$ cat src/rtl/dmac_channel_sequencer.sv
// Control sequencer for the two-channel DMAC datapath. It arbitrates peripheral
// requests, runs the CPU config handshake, owns the AHB master request and retires each transfer.
module dmac_channel_sequencer #(
    parameter bit          RR_EN    = 1'b1,
    parameter int unsigned TO_W     = 16,
    parameter int unsigned TO_LIMIT = 16'hFFFF
) (
    input  logic       clk,
    input  logic       rst,
    input  logic [1:0] dma_req,
    input  logic       c_config,
    input  logic       irq,
    input  logic       hgrant,
    input  logic [1:0] m_hresp,
    output logic       hbusreq,
    output logic       channel_en_1,
    output logic       channel_en_2,
    output logic       con_sel,
    output logic       con_en,
    output logic       cfg_req,
    output logic       req_id,
    output logic [1:0] dma_ack,
    output logic       err_irq,
    output logic       busy
);

    typedef enum logic [2:0] {
        S_IDLE,
        S_CFG,
        S_BUSREQ,
        S_XFER,
        S_DONE,
        S_ABORT
    } state_e;

    localparam logic [1:0]      HRESP_ERROR = 2'b01;
    localparam logic [TO_W-1:0] WD_LAST     = TO_W'(TO_LIMIT - 1);

    state_e          state_q, state_d;
    logic            sel_q, sel_d;
    logic            last_grant_q;
    logic [TO_W-1:0] wd_q;
    logic            winner;

    logic            hbusreq_q, ch1_q, ch2_q, con_en_q, cfg_req_q, err_q, busy_q;
    logic [1:0]      ack_q;

    // Round-robin only matters on a tie; a lone request is always taken.
    assign winner = (RR_EN && (&dma_req)) ? ~last_grant_q : ~dma_req[0];

    always_comb begin
        // NOTE: defaults first so every path assigns both outputs and no latch is inferred.
        state_d = state_q;
        sel_d   = sel_q;
        case (state_q)
            S_IDLE: begin
                if (|dma_req) begin
                    state_d = S_CFG;
                    sel_d   = winner;
                end
            end
            S_CFG: begin
                if (!dma_req[sel_q]) begin
                    state_d = S_IDLE;
                end else if (c_config) begin
                    state_d = S_BUSREQ;
                end
            end
            S_BUSREQ: begin
                if (hgrant) begin
                    state_d = S_XFER;
                end
            end
            S_XFER: begin
                if (irq) begin
                    state_d = S_DONE;
                end else if (m_hresp == HRESP_ERROR) begin
                    state_d = S_ABORT;
                end else if (wd_q == WD_LAST) begin
                    state_d = S_ABORT;
                end
            end
            default: state_d = S_IDLE;
        endcase
    end

    // Outputs are registered from the next state, so they line up with state_q.
    always_ff @(posedge clk) begin
        if (rst) begin
            state_q      <= S_IDLE;
            sel_q        <= 1'b0;
            last_grant_q <= 1'b1;
            wd_q         <= '0;
            hbusreq_q    <= 1'b0;
            ch1_q        <= 1'b0;
            ch2_q        <= 1'b0;
            con_en_q     <= 1'b0;
            cfg_req_q    <= 1'b0;
            ack_q        <= 2'b00;
            err_q        <= 1'b0;
            busy_q       <= 1'b0;
        end else begin
            // NOTE: non-blocking assignments keep every register reading pre-edge values.
            state_q   <= state_d;
            sel_q     <= sel_d;
            con_en_q  <= (state_q == S_IDLE) && (state_d == S_CFG);
            cfg_req_q <= (state_d == S_CFG);
            hbusreq_q <= (state_d == S_BUSREQ) || (state_d == S_XFER);
            ch1_q     <= (state_d == S_XFER) && !sel_d;
            ch2_q     <= (state_d == S_XFER) && sel_d;
            ack_q     <= (state_d == S_DONE) ? (sel_d ? 2'b10 : 2'b01) : 2'b00;
            err_q     <= (state_d == S_ABORT);
            busy_q    <= (state_d != S_IDLE);

            if (state_q == S_XFER) begin
                wd_q <= wd_q + TO_W'(1);
            end else begin
                wd_q <= '0;
            end

            if ((state_q == S_DONE) || (state_q == S_ABORT)) begin
                last_grant_q <= sel_q;
            end
        end
    end

    assign hbusreq      = hbusreq_q;
    assign channel_en_1 = ch1_q;
    assign channel_en_2 = ch2_q;
    assign con_sel      = sel_q;
    assign req_id       = sel_q;
    assign con_en       = con_en_q;
    assign cfg_req      = cfg_req_q;
    assign dma_ack      = ack_q;
    assign err_irq      = err_q;
    assign busy         = busy_q;

endmodule

$ cat config.mk
export PLATFORM = sky130hd
export DESIGN_NAME = dmac_channel_sequencer
export DESIGN_NICKNAME = d
export VERILOG_FILES = /design/src/rtl/dmac_channel_sequencer.sv
export SDC_FILE = /design/constraint.sdc
export NUM_CORES = 1
export LEC_CHECK = 0
export BUFFER_PORTS_ARGS = -buffer_cell sky130_fd_sc_hd__buf_2
export CAP_MARGIN = 30
export CORE_ASPECT_RATIO = 1.5
export CORE_MARGIN = 10
export CORE_UTILIZATION = 55
export CTS_BUF_LIST = sky130_fd_sc_hd__clkbuf_4
export CTS_CLUSTER_DIAMETER = 100
export DETAILED_ROUTE_END_ITERATION = 10
export PLACE_DENSITY = 0.78
export SLEW_MARGIN = 10
export SYNTH_ARGS = -nofsm -noshare
export SYNTH_HDL_FRONTEND = slang
export SYNTH_SLANG_ARGS = --single-unit
$ cat constraint.sdc
create_clock -name clk -period 1.95 [get_ports clk]
set_input_delay 0.39 -clock clk [delete_from_list [all_inputs] [get_ports clk]]
set_output_delay 0.39 -clock clk [all_outputs]
set_load 0.01 [all_outputs]
==> results.sh <==
export IMPL_cp_arrival_ps=1940
export IMPL_hold_ws_ps=322
export IMPL_leakage_uw=0.000547
export IMPL_clock_latency_ps=330
export IMPL_setup_viol=0
export IMPL_grt_use_total_pct=11.8
export IMPL_critPathTopFamily="compound AO/OA/AOI/OAI gates"
export IMPL_cts_buffer_depth=2
export IMPL_rows=21
export IMPL_htreeDepth=2
export IMPL_clkTransAtPathRegs_ps=100
export IMPL_largest_reg_flops=16
export IMPL_tns_ps=0
export IMPL_max_cap_viol_count=0
export IMPL_syn_nets=146
export IMPL_cp_slowest_cell="dfxtp_1"
export IMPL_wl_per_cell_um=13.6
export IMPL_max_freq_ghz=0.586
export IMPL_cts_tree="done"
export IMPL_rsz0062_at_grt="false"
export IMPL_syn_to_final_growth_pct=15.0
export IMPL_drc_errors=0
export IMPL_grt_pass1_wl_um=4310
export IMPL_critPathLaunchType="flop"
export IMPL_min_period_ps=1710
export IMPL_synth_area_leader_cell="dfxtp_1"
export IMPL_path_class="reg2reg"
export IMPL_start_util_pct=57.3
export IMPL_cts_root_buffer="clkbuf_4"
export IMPL_regMostFlops="wd_q"
export IMPL_crit_path_cell_trace="nor2b_1, nand2_1, o221a_4, a2111oi_4"
export IMPL_core_area_um2=2210
export IMPL_yosysTopAreaCellShare_pct=47.5
export IMPL_final_common_cell="dfxtp_1"
export IMPL_status="finished, final reports clean"
export IMPL_synth_warnings=0
export IMPL_io_pins=20
export IMPL_hold_viol_final=0
export IMPL_grt_pass1_vias=1016
export IMPL_numCtsBuffers=5
export IMPL_end_kind="flop"
export IMPL_die_h_um=78.7
export IMPL_tritoncts_num_sinks=30
export IMPL_layout_nets=169
export IMPL_fin_skew_ps=8.86
export IMPL_grt_max_degree=21
export IMPL_synthTopCellsByArea="dfxtp_1, nor2_1, xnor2_1"
export IMPL_synth_cells=135
export IMPL_maxSlewViolCount=0
export IMPL_vias=1035
export IMPL_vdd_ir_drop_max_v=0.000826
export IMPL_cts_setup_buffers=0
export IMPL_drive_gt1_share_pct=20.1
export IMPL_seq_area_frac_synth_pct=47.5
export IMPL_power_density_nw_per_um2=839
export IMPL_port_buffers=19
export IMPL_synth_distinct_cells=32
export IMPL_tightest_slew_ps=427
export IMPL_synth_seq_cells=30
export IMPL_finalWeightedCongestion=0.877
export IMPL_cts_resized=0
export IMPL_most_common_layout_cells="dfxtp_1, buf_2, nor2_1, nand4_1, nor3_1"
export IMPL_cts_hold_buf=0
export IMPL_drtAntennaViolNets=0
export IMPL_worst_ep_required_time_ps=2190
export IMPL_netlist_area_um2=1260
export IMPL_dieWidth_um=59.2
export IMPL_dp_hpwl_um=1920
export IMPL_drt_vias_per_instance=5.69
export IMPL_hold_class="in2reg"
export IMPL_cpPeakStageDelay_ps=470
export IMPL_antenna_cells=0
export IMPL_die_area_um2=4660
export IMPL_critPathBufInv=0
export IMPL_drt_first_pass_iters=4
export IMPL_period_share_pct=87.5
export IMPL_avgSynthCellArea_um2=9.37
export IMPL_critPathMaxFanout=9
export IMPL_totalWireLength_um=2480
export IMPL_grt_overflow=0
export IMPL_drt_iter0_markers=26
export IMPL_maxSlewHeadroom_pct=71.3
export IMPL_antenna_found_initial=0
[layer usage]
metal	GRT usage, %	vias to the layer above	part of all wire [%]
li1	-	525	-
met1	9.91	482	35
met4	7.14	0	2.3
met2	20.8	23	55
met5	0	-	0
met3	6.21	5	8.0
[power by group]
group | switching, uW | internal [uW] | total (uW)
Combinational | 53.6 | 48.8 | 102
Clock | 215 | 265 | 480
Sequential | 11.2 | 627 | 639
Total | 279 | 941 | 1220
[final timing paths]
| kind | start | end | slack, ps | cells past startpoint |
|---|---|---|---|---|
| max | state_q[1]$_SDFF_PP0_ | cfg_req$_SDFF_PP0_ | 240 | 4 |
| max reg2reg | state_q[1]$_SDFF_PP0_ | cfg_req$_SDFF_PP0_ | 240 | 4 |
| min reg2reg | wd_q[0]$_SDFF_PP0_ | wd_q[0]$_SDFF_PP0_ | 500 | 1 |
| min | c_config | cfg_req$_SDFF_PP0_ | 320 | 2 |
[stage by stage]
stage	area (um2)	total power [uW]	util, %	setup WS, ps	std cells
after floorplan	1260	719	-	459	135
after global placement	1380	753	62.4	333	174
final	1460	1220	65.9	243	182
after detailed placement	1380	757	62.4	293	174
after global routing	1460	1270	65.9	96.5	182
after CTS	1460	1240	65.9	264	182
[area by class of cell]
class / instances / area [um2]
Clock buffer: 5 / 37.5
Clock inverter: 3 / 40.0
Sequential cell: 30 / 601
Inverter: 7 / 26.3
Tap cell: 23 / 28.8
Multi-Input combinational cell: 94 / 619
Fill cell: 194 / 752
Timing Repair Buffer: 20 / 103
[cells in the mapped netlist, drive strengths merged]
| cell | instances |
|---|---|
| or4 | 1 |
| xnor2 | 6 |
| a41oi | 1 |
| o22a | 1 |
| nor3 | 8 |
| mux2 | 1 |
| buf | 1 |
| a21oi | 3 |
| nand3 | 6 |
| nand3b | 2 |
| nand2 | 5 |
| nor2 | 18 |
| o21ai | 3 |
| a31oi | 1 |
| a2111oi | 1 |
| and2 | 2 |
| inv | 7 |
| ha | 2 |
| or3 | 3 |
| and4 | 1 |
| a32oi | 1 |
| nor4 | 2 |
| nand4bb | 1 |
| dfxtp | 30 |
| nor2b | 3 |
| nand4 | 8 |
| xor2 | 6 |
| o221a | 1 |
| nor3b | 4 |
| and3 | 2 |
| a32o | 1 |
| clkbuf | 3 |
[logic make-up (layout without fill, tap and decap cells)]
family	Yosys count	after routing	share of synthesized area, %
buf+inv	11	35	3.56
mux	1	1	0.890
simple gates	66	66	28.3
xor+xnor	12	12	8.31
flops	30	30	47.5
compound gates	13	13	9.50
fa+ha+maj	2	2	1.98
(Power assumes the default switching activity.)
